==> src/rtl/fetch_unit_pkg.sv <==
// Shared CPU definitions for the instruction fetch stage: datapath widths,
// the NOP encoding and the fetch FSM state type.
package fetch_unit_pkg;

  localparam int CPU_PC_W  = 8;
  localparam int CPU_INS_W = 16;

  localparam logic [CPU_INS_W-1:0] NOP_INS = 16'h0000;

  typedef enum logic [1:0] {
    IDLE,
    REQ,
    WAIT,
    HOLD
  } fetch_state_e;

endpackage

==> src/rtl/fetch_unit.sv <==
// Instruction fetch stage: walks the PC, fetches one instruction at a time from
// instruction memory and feeds the IF/ID register, honouring stalls and redirects.
module fetch_unit
  import fetch_unit_pkg::*;
#(
  parameter int              PC_W     = CPU_PC_W,
  parameter int              INS_W    = CPU_INS_W,
  parameter logic [PC_W-1:0] RESET_PC = '0
) (
  input  logic             clk,
  input  logic             rst,
  input  logic             stall,
  input  logic             redirect_valid,
  input  logic [PC_W-1:0]  redirect_pc,
  output logic             imem_req,
  output logic [PC_W-1:0]  imem_addr,
  input  logic             imem_ack,
  input  logic [INS_W-1:0] imem_rdata,
  output logic [INS_W-1:0] ins_o,
  output logic             ins_valid,
  output logic [PC_W-1:0]  pc_o,
  output logic [PC_W-1:0]  link_pc,
  output fetch_state_e     state_dbg
);

  // imem handshake: imem_req rises in REQ and stays high through WAIT with
  // imem_addr stable; the single outstanding request completes on the first
  // cycle with imem_ack=1. A squashed request is drained with imem_req low, so
  // the fetch for the redirect target never overlaps it.

  fetch_state_e     state_q, state_d;
  logic [PC_W-1:0]  pc_q, pc_d;
  logic             squash_q, squash_d;
  logic [INS_W-1:0] ins_q, ins_d;
  logic             valid_q, valid_d;
  logic [PC_W-1:0]  pc_o_q, pc_o_d;

  always_comb begin
    state_d  = state_q;
    pc_d     = pc_q;
    squash_d = squash_q;
    ins_d    = INS_W'(NOP_INS);
    valid_d  = 1'b0;
    pc_o_d   = pc_o_q;
    imem_req = 1'b0;

    case (state_q)
      IDLE: state_d = REQ;
      REQ: begin
        if (squash_q) begin
          if (imem_ack) squash_d = 1'b0;
        end else if (!stall && !redirect_valid) begin
          imem_req = 1'b1;
          state_d  = WAIT;
        end
      end
      WAIT: begin
        imem_req = 1'b1;
        if (imem_ack && !redirect_valid) begin
          ins_d   = imem_rdata;
          valid_d = 1'b1;
          pc_o_d  = pc_q;
          pc_d    = pc_q + PC_W'(1);
          state_d = stall ? HOLD : REQ;
        end
      end
      HOLD: begin
        if (stall) begin
          ins_d   = ins_q;
          valid_d = valid_q;
        end else begin
          state_d = REQ;
        end
      end
      default: state_d = IDLE;
    endcase

    // Redirect overrides stall and any ack arriving in the same cycle.
    if (redirect_valid && state_q != IDLE) begin
      pc_d    = redirect_pc;
      state_d = REQ;
      ins_d   = INS_W'(NOP_INS);
      valid_d = 1'b0;
      if (state_q == WAIT && !imem_ack) squash_d = 1'b1;
    end
  end

  always_ff @(posedge clk or negedge rst) begin
    if (!rst) begin
      state_q  <= IDLE;
      pc_q     <= RESET_PC;
      squash_q <= 1'b0;
      ins_q    <= INS_W'(NOP_INS);
      valid_q  <= 1'b0;
      pc_o_q   <= RESET_PC;
    end else begin
      state_q  <= state_d;
      pc_q     <= pc_d;
      squash_q <= squash_d;
      ins_q    <= ins_d;
      valid_q  <= valid_d;
      pc_o_q   <= pc_o_d;
    end
  end

  assign imem_addr = pc_q;
  assign ins_o     = ins_q;
  assign ins_valid = valid_q;
  assign pc_o      = pc_o_q;
  assign link_pc   = pc_o_q + PC_W'(1);
  assign state_dbg = state_q;

endmodule
==> config.mk <==
export PLATFORM = sky130hd
export DESIGN_NAME = fetch_unit
export DESIGN_NICKNAME = d
export VERILOG_FILES = /design/src/rtl/fetch_unit_pkg.sv /design/src/rtl/fetch_unit.sv
export SDC_FILE = /design/constraint.sdc
export NUM_CORES = 1
export LEC_CHECK = 0
export ABC_AREA = 1
export CAP_MARGIN = 20
export CORE_AREA = 2 2 69 71
export CTS_BUF_LIST = sky130_fd_sc_hd__clkbuf_8
export CTS_CLUSTER_SIZE = 8
export DETAILED_ROUTE_END_ITERATION = 10
export DIE_AREA = 0 0 71 73
export GPL_ROUTABILITY_DRIVEN = 0
export PLACE_DENSITY = 0.79
export SLEW_MARGIN = 20
export SYNTH_ARGS = -nofsm -noshare
export SYNTH_HDL_FRONTEND = slang
export SYNTH_SLANG_ARGS = --single-unit
==> constraint.sdc <==
create_clock -name clk -period 1.5 [get_ports clk]
set_input_delay 0.3 -clock clk [delete_from_list [all_inputs] [get_ports clk]]
set_output_delay 0.3 -clock clk [all_outputs]
set_load 0.01 [all_outputs]
-- Word level (Yosys, flattened, before mapping)
Index checks and enable logic that the tools add are counted.
- register bits after elaboration: 36
- bits in latches: 0
- memory bits (writable): 0
- bits in read-only memories: 0
- input bits: 29
- output and inout bits: 44
- word-level logic and storage cells: 55
- memories kept: 0
- add/subtract/negate cells: 2
- $mul: 0
- divide/modulo/power cells: 0
- $lt $le $gt $ge: 0
- eq/ne operators: 7
- shift operators: 0
- muxes and demuxes: 26
- bitwise gates (word level): 0
- reductions and logical operators: 14
- operator list (operator ; count):
    $mux W16 ; 3
    $pmux W16 S2 ; 1
    $mux W8 ; 3
    $add A8 B1 Y8 const B ; 2
    $mux W2 ; 6
    $ne A3 B3 Y1 const B ; 4
    $mux W1 ; 10
    $pmux W2 S4 ; 1
    $reduce_bool A2 Y1 ; 3
    $eq A2 B2 Y1 const B ; 2
    $logic_and A1 B1 Y1 ; 4
    $pmux W1 S2 ; 2
    $reduce_and A2 Y1 ; 2
    $reduce_and A4 Y1 ; 1
    $logic_not A1 Y1 ; 3
    $eq A2 B1 Y1 const B ; 1
    $logic_not A2 Y1 ; 1

-- Longest topological paths before layout
Gate-level depths: netlist of run 1.
- word-level depth: 6
- depth in mapped cells: 10
- depth with buffers taken out: 10

-- Least setup slack after synthesis of run 1
No wires, ideal clock.
- kind: register to register
- from: register state_q[0] (netlist: state_dbg[0])
- to: register pc_o_q[0] (netlist: pc_o[0])
- library setup time: 119 ps
- arrival time: 1288 ps
- data required time: 1381 ps
- path slack: 93 ps
- stages on the path, launching flop included: 6
- buffers on the path: 0
- clock period less this slack: 1407 ps
- cells stage by stage: dfrtp_1 -> inv_1 -> ha_1 -> nand3_4 -> or2_2 -> o21a_1
- longest elaborated chain between the ends: 2
- RTL lines (item ; RTL line ; RTL):
    from (decl) ; fetch_unit.sv:31 ; fetch_state_e state_q, state_d;
    from (signal assigned) ; fetch_unit.sv:97 ; state_q <= state_d;
    $eq A2 B2 Y1 ; fetch_unit.sv:47 ; case (state_q)
    $reduce_and A2 Y1 (no line) ; -- ;
    to (signal assigned) ; fetch_unit.sv:102 ; pc_o_q <= pc_o_d;
    to (decl) ; fetch_unit.sv:36 ; logic [PC_W-1:0] pc_o_q, pc_o_d;
Every way passes these cells.
A chain may end at the register's enable or synchronous reset.

-- Worst setup path after layout of run 1
- from: register pc_o_q[1] (netlist: pc_o[1])
- to: output link_pc[7]
- longest elaborated chain between the ends: 1
- RTL lines (item ; RTL line ; RTL):
    $add A8 B1 Y8 ; fetch_unit.sv:110 ; assign link_pc = pc_o_q + PC_W'(1);
    to (decl) ; fetch_unit.sv:22 ; output logic [PC_W-1:0] link_pc,
Every way passes these cells.

==> summary.txt, run 1 <==
Share of cells above drive strength 1 = 31.8%
Core box area = 4540 um2
Syn Inst Count = 237
DP Worst Slack = -0.549 ns
Initial antenna violation count = 0
Final Critical Period = 1.64 ns
Final Cycle Share = 109%
Area grow syn2layout = 80.8%
CTS clock-pin slew for the worst setup and hold paths = 0.07 ns
Final instance area = 3440 um2
WS Path Type = reg2out
Crit-path cells = buf_6, nand3_4, nor2_4, nand3_2, nand2_1, nand2_1, buf_2
Top cell type's share of synthesized area = 47.3%
Total Neg Setup Slack = -0.702 ns
Vias post-DR = 2102
Yosys warns = 0
# setup viols final = 7
DRC Markers = 0
FF-to-FF path depth = 10
WP buf/inv = 2
Syn Nets = 272
Slew Viols, Final = 0
MaxCap Viol Count = 0
Pint = 3.09 mW
R2R Path Start = state_dbg[1]$_DFFE_PN0P_
Syn avg cell area = 8.04 um2
Combinational fraction of design power = 57.1%
Worst skew pair latency = 0.28 ns
Total CTS buffers = 5
Die height = 73 um
Final worst-path setup slack = -0.138 ns
Most common cell in the netlist = nand2_1
Worst path max stage delay = 0.41 ns
Unique cell type count in the Yosys netlist = 27
Std-Cell Rows = 25
Crit path required time = 1.20 ns
Delay-heaviest family, CP = flip-flops
Slew HR = 71.6%
Failing checks = negative setup slack
Initial core utilization = 42.0%
Tot GR Track Use = 21.6%
RSZ-0062 raised after global routing = yes
Number of global-route vias before repair = 1988
Critical path depth in cells = 7
Fill count = 319
CP startpoint kind = flop
Initial DRC count = 148
Yosys reg bits = 36
1st-pass router iterations = 4
EDFF count, synth = 0
Status = complete, but fails checks
Global-route wire length before repair = 8.80 mm
Clk pwr share = 13.9%
Switching Fraction = 38.1%
Async S/R FF share, synth = 100%
Critical Path Fanout Max = 3
Final HPWL DP = 3.70 mm
Num ports = 73
Dpl cell area = 2910 um2
Largest net degree at the start of global routing = 29
I/O Buffers = 72
Seq pwr share = 29.0%
CTS tree = done
Area of the die = 5180 um2
R2R Path End = state_dbg[1]$_DFFE_PN0P_
Sequential share of the synthesized area = 47.3%
PwrDens = 1450 nW/um2
Grt total ovfl = 0
Layout Skew = 0.00413 ns
Final Hold Viols = 0
Fmax = 611 MHz
Mapped Area = 1910 um2
Avg WL per Cell = 13.8 um
CTS Buffer Depth = 2
Ys flop type = dfrtp_1
Area leader, netlist = dfrtp_1
Clock Tree Root = clkbuf_8
Top cells by area in the synthesized netlist = dfrtp_1 47%, nand2_1 13%, nand3_1 9.2%
Worst setup EP type = output pin
H-tree Lvls = 2
# diodes = 0
Antenna viol nets, final = 0
Leakage = 1.88 nW
Worst Path Arrival = 1.34 ns
Most frequent cells after synthesis = 64 x nand2_1, 36 x dfrtp_1, 35 x nand3_1
Die width = 71 um
Vias/cell = 4.91
Max VDD drop = 0.000947 V
DRT Wirelength = 5.90 mm
Measured slew at the worst slew-check pin = 0.426 ns
Hold WC Path Type = in2async
CTS sink cnt = 36
Setup slack of the most critical reg-to-reg path = 0.01 ns
NetSw = 1.90 mW
Layout Nets = 408
Crit path top cell by count = nand2_1
CP max stage cell = dfrtp_2
Final hold slack = 0.482 ns
-- state kept, by name, summed over array words and instances, names as in the netlist --
register	count
state_dbg	2
pc_o	8
imem_addr	8
ins_valid	1
squash_q	1
ins_o	16
-- cell usage in the layout, fill, tap and decap left out, types with 4 or more instances in the layout --
| cell | instances |
|---|---|
| nand2_1 | 62 |
| buf_4 | 43 |
| dfrtp_1 | 32 |
| inv_1 | 30 |
| clkdlybuf4s50_1 | 30 |
| nand3_1 | 27 |
| dlygate4sd2_1 | 17 |
| o21ai_1 | 14 |
| buf_6 | 13 |
| dlymetal6s2s_1 | 13 |
| buf_2 | 9 |
| nand3_2 | 7 |
| nor2_1 | 7 |
| o21ai_0 | 7 |
| inv_2 | 6 |
| clkbuf_8 | 6 |
| ha_4 | 4 |
| dfrtp_2 | 4 |
-- worst max-delay path by stage --
| stage | start | to | slack [ns] |
|---|---|---|---|
| after floorplan | state_dbg[0]$_DFFE_PN0P_ | pc_o[0]$_DFFE_PN0P_ | 0.09 |
| final | pc_o[1]$_DFFE_PN0P_ | link_pc[7] | -0.14 |
| after global routing | pc_o[2]$_DFFE_PN0P_ | link_pc[7] | -0.19 |
| after global placement | stall | imem_req | -0.46 |
| after detailed placement | stall | imem_req | -0.55 |
| after CTS | pc_o[1]$_DFFE_PN0P_ | link_pc[7] | -0.18 |
-- cell type report --
cell class                      count  area (um2)  share of cell area, %
Multi-Input combinational cell    158         958                   27.8
Clock inverter                      2        10.0                  0.291
Sequential cell                    36         906                   26.3
Inverter                           37         151                   4.40
Timing Repair inverter              2        17.5                  0.509
Timing Repair Buffer              133        1250                   36.3
Tap cell                           54        67.6                   1.96
Clock buffer                        6        82.6                   2.40
-- worst register-to-register path, cell delays in order, from the launching register on --
cell and delay [ns]:
dfrtp_1 0.42, inv_2 0.12, ha_4 0.13, inv_2 0.04, nand2_4 0.11, nand3_4 0.18, buf_6 0.17, nand2_1 0.07
nor2_1 0.04, nand2_1 0.05, nand2_1 0.05
-- logic make-up (layout without fill, tap and decap cells) --
family / after synthesis / after routing / share of synthesized area, %
xor gates and xnor gates: 5 / 5 / 2.30
and+or+nand+nor: 117 / 117 / 28.1
DFF: 36 / 36 / 47.3
adders and majority gates: 6 / 6 / 3.94
AOI/OAI and AO/OA: 30 / 30 / 8.47
buffers and inverters: 43 / 180 / 9.91
-- per-layer routing --
layer / GRT usage, % / part of all wire (%) / up-vias
met5: 0 / 0 / -
met4: 11.1 / 2.2 / 0
met3: 3.04 / 4.6 / 11
met2: 39.6 / 53 / 66
met1: 24.6 / 40 / 998
li1: - / - / 1027
-- metrics by stage --
stage                     power [mW]  cells  utilization [%]
after floorplan                 2.43    237                -
after detailed placement        3.84    389             64.1
after global routing            5.36    428             75.9
after CTS                       4.76    415             70.0
after global placement          3.77    389             64.1
final                           4.99    428             75.9
-- what timing repair did --
| action | CTS | global route |
|---|---|---|
| buffers inserted | 17 | 11 |
| gates resized for setup | 80 | 55 |
| setup endpoints to repair | 34 | 45 |
| pin swaps | 7 | 13 |
| gates cloned | 0 | 5 |
| endpoints found under the hold margin | 17 | 0 |
| hold buffers | 1 | 0 |
-- power groups by stage --
stage	logic (mW)	registers (mW)	clock network [mW]
floorplan	0.843	1.59	0
global placement	2.31	1.45	0
detailed placement	2.38	1.46	0
CTS	2.64	1.41	0.710
global route	3.13	1.47	0.760
finish	2.85	1.45	0.695
Note: power is estimated with default switching activity, not from simulation.
==> inputs of run 2 (changes only) <==
--- a/config.mk
+++ b/config.mk
@@ -13,8 +13,9 @@
 export DETAILED_ROUTE_END_ITERATION = 10
 export DIE_AREA = 0 0 71 73
 export GPL_ROUTABILITY_DRIVEN = 0
-export PLACE_DENSITY = 0.79
+export PLACE_DENSITY = 0.87
 export SLEW_MARGIN = 20
 export SYNTH_ARGS = -nofsm -noshare
 export SYNTH_HDL_FRONTEND = slang
 export SYNTH_SLANG_ARGS = --single-unit
+export TNS_END_PERCENT = 10
==> run 2 against run 1 <==
  * Non-clock buffer count down 18
  * Clock skew is essentially flat
  * Clock power rose by 32%
  * The flow still finishes with violations (negative setup slack)
  * Cell count is 4.7% lower
  * Register-to-register slack barely moved
==> summary.txt, run 2 (synthesis results as in run 1) <==
Status = complete, but fails checks
Failing checks = negative setup slack
Measured slew at the worst slew-check pin = 0.226 ns (-0.200 ns)
Avg WL per Cell = 12.7 um (-7.6%)
# setup viols final = 7 (unchanged)
Largest net degree at the start of global routing = 37 (+28%)
Dpl cell area = 2960 um2 (+1.8%)
CTS clock-pin slew for the worst setup and hold paths = 0.07 ns (about the same)
Final hold slack = 0.402 ns (-0.0798 ns)
Footprint of the multi-input gates = 917 um2 (-4.3%)
CTS tree = done
Initial DRC count = 121 (-18%)
DP Worst Slack = -0.516 ns (+0.0331 ns)
Max reg flops = 16 (unchanged)
Num ports = 73 (unchanged)
WS Path Type = reg2out
Max VDD drop = 0.000785 V (-17%)
Final instance area = 3210 um2 (-6.9%)
Die width = 71 um (unchanged)
Antenna viol nets, final = 0 (unchanged)
CP startpoint kind = flop
Final Cycle Share = 110% (+0.89 points)
Global-route wire length before repair = 8.38 mm (-4.7%)
RSZ-0062 raised after global routing = yes
Leakage = 1.78 nW (-5.4%)
Fill count = 369 (+16%)
Worst skew pair latency = 0.28 ns (about the same)
Std-Cell Rows = 25 (unchanged)
Area grow syn2layout = 68.4%
Commonest non-fill, non-tap cell in the layout = nand2_1
Hold WC Path Type = in2async
Core box area = 4540 um2 (unchanged)
DRC Markers = 0 (unchanged)
Final Hold Viols = 0 (unchanged)
DRT Wirelength = 5.20 mm (-12%)
Final HPWL DP = 3.78 mm (+2.0%)
Initial antenna violation count = 0 (unchanged)
Most frequent cells in the layout = 64 x nand2_1, 38 x buf_4, 36 x dfrtp_1
Slew HR = 84.9% (+13 points)
1st-pass router iterations = 4 (unchanged)
MaxCap Viol Count = 0 (unchanged)
Die height = 73 um (unchanged)
Final Critical Period = 1.65 ns (+0.0133 ns)
PwrDens = 1490 nW/um2 (+2.9%)
Vias/cell = 4.85 (-1.3%)
Area of the die = 5180 um2 (unchanged)
Vias post-DR = 1977 (-5.9%)
# diodes = 0 (unchanged)
Layout Skew = 0.00427 ns (+0.000141 ns)
Critical Path Fanout Max = 3 (unchanged)
CTS Hold Bufs = 0 (-1)
Register area = 901 um2 (-0.55%)
Worst Path Arrival = 1.35 ns (about the same)
I/O Buffers = 72 (unchanged)
Grt total ovfl = 0 (unchanged)
Number of global-route vias before repair = 1884 (-5.2%)
Clock Tree Root = clkbuf_8
Worst setup EP type = output pin
CTS sink cnt = 36 (unchanged)
Placed Cells incl. Taps = 392 (+0.77%)
Layout Nets = 388 (-4.9%)
FF-to-FF path depth = 8 (-2)
Fmax = 606 MHz (-0.81%)
Initial core utilization = 42.0% (unchanged)
Slew Viols, Final = 0 (unchanged)
CTS Buffer Depth = 2 (unchanged)
Total CTS buffers = 5 (unchanged)
Post-layout power = 4.78 mW (-4.2%)
Share of cells above drive strength 1 = 25.1% (-6.7 points)
Final worst-path setup slack = -0.151 ns (-0.0133 ns)
H-tree Lvls = 2 (unchanged)
Final cell count without fillers = 408 (-4.7%)
Crit path required time = 1.20 ns (about the same)
Tot GR Track Use = 20.4% (-1.3 points)
[run 2: power breakdown]
part	switching, mW	total [mW]	leakage (nW)	internal [mW]
Sequential	0.239	1.44	0.477	1.21
Clock	0.334	0.920	0.0645	0.587
Combinational	1.20	2.42	1.24	1.22
[run 2: layout make-up]
type / instances / area share (%)
Inverter: 37 / 4.41
Clock inverter: 1 / 0.936
Multi-Input combinational cell: 158 / 28.6
Clock buffer: 7 / 3.00
Tap cell: 54 / 2.11
Sequential cell: 36 / 28.1
Timing Repair Buffer: 115 / 32.9
[run 2: worst paths after layout]
path / slack [ns] / startpoint / to
worst max register to register: 0.02 / state_dbg[1]$_DFFE_PN0P_ / ins_o[9]$_DFFE_PN0P_
worst max-delay path: -0.15 / pc_o[1]$_DFFE_PN0P_ / link_pc[2]
max in group asynchronous: 0.92 / rst / imem_addr[6]$_DFFE_PN0P_
worst min register to register: 0.53 / ins_o[11]$_DFFE_PN0P_ / ins_o[11]$_DFFE_PN0P_
min in group clk: 0.53 / ins_o[11]$_DFFE_PN0P_ / ins_o[11]$_DFFE_PN0P_
worst min-delay path: 0.40 / rst / ins_o[0]$_DFFE_PN0P_
[run 2: stage by stage]
stage                     util [%]  setup TNS, ns
after floorplan                  -              0
after global placement        65.2          -3.80
after detailed placement      65.2          -5.24
after CTS                     68.8         -0.870
after global routing          70.7          -1.39
final                         70.7         -0.769
[run 2: metal layers]
layer,routed length (um),track usage (%)
met1,2110,24.1
met2,2740,36.9
met3,275,3.87
met4,76,7.55
met5,0,0
[run 2: repair_timing]
item                                    4_1_cts  5_1_grt
buffers inserted                              7        2
endpoints found under the setup margin       30       49
pin swaps                                     2        7
resized for setup                            71       31
[run 2: critical path, cell delays in order (launching register included)]
cell,delay [ns]
dfrtp_1,0.40
buf_6,0.13
ha_4,0.16
buf_4,0.13
xor2_1,0.13
buf_2,0.13
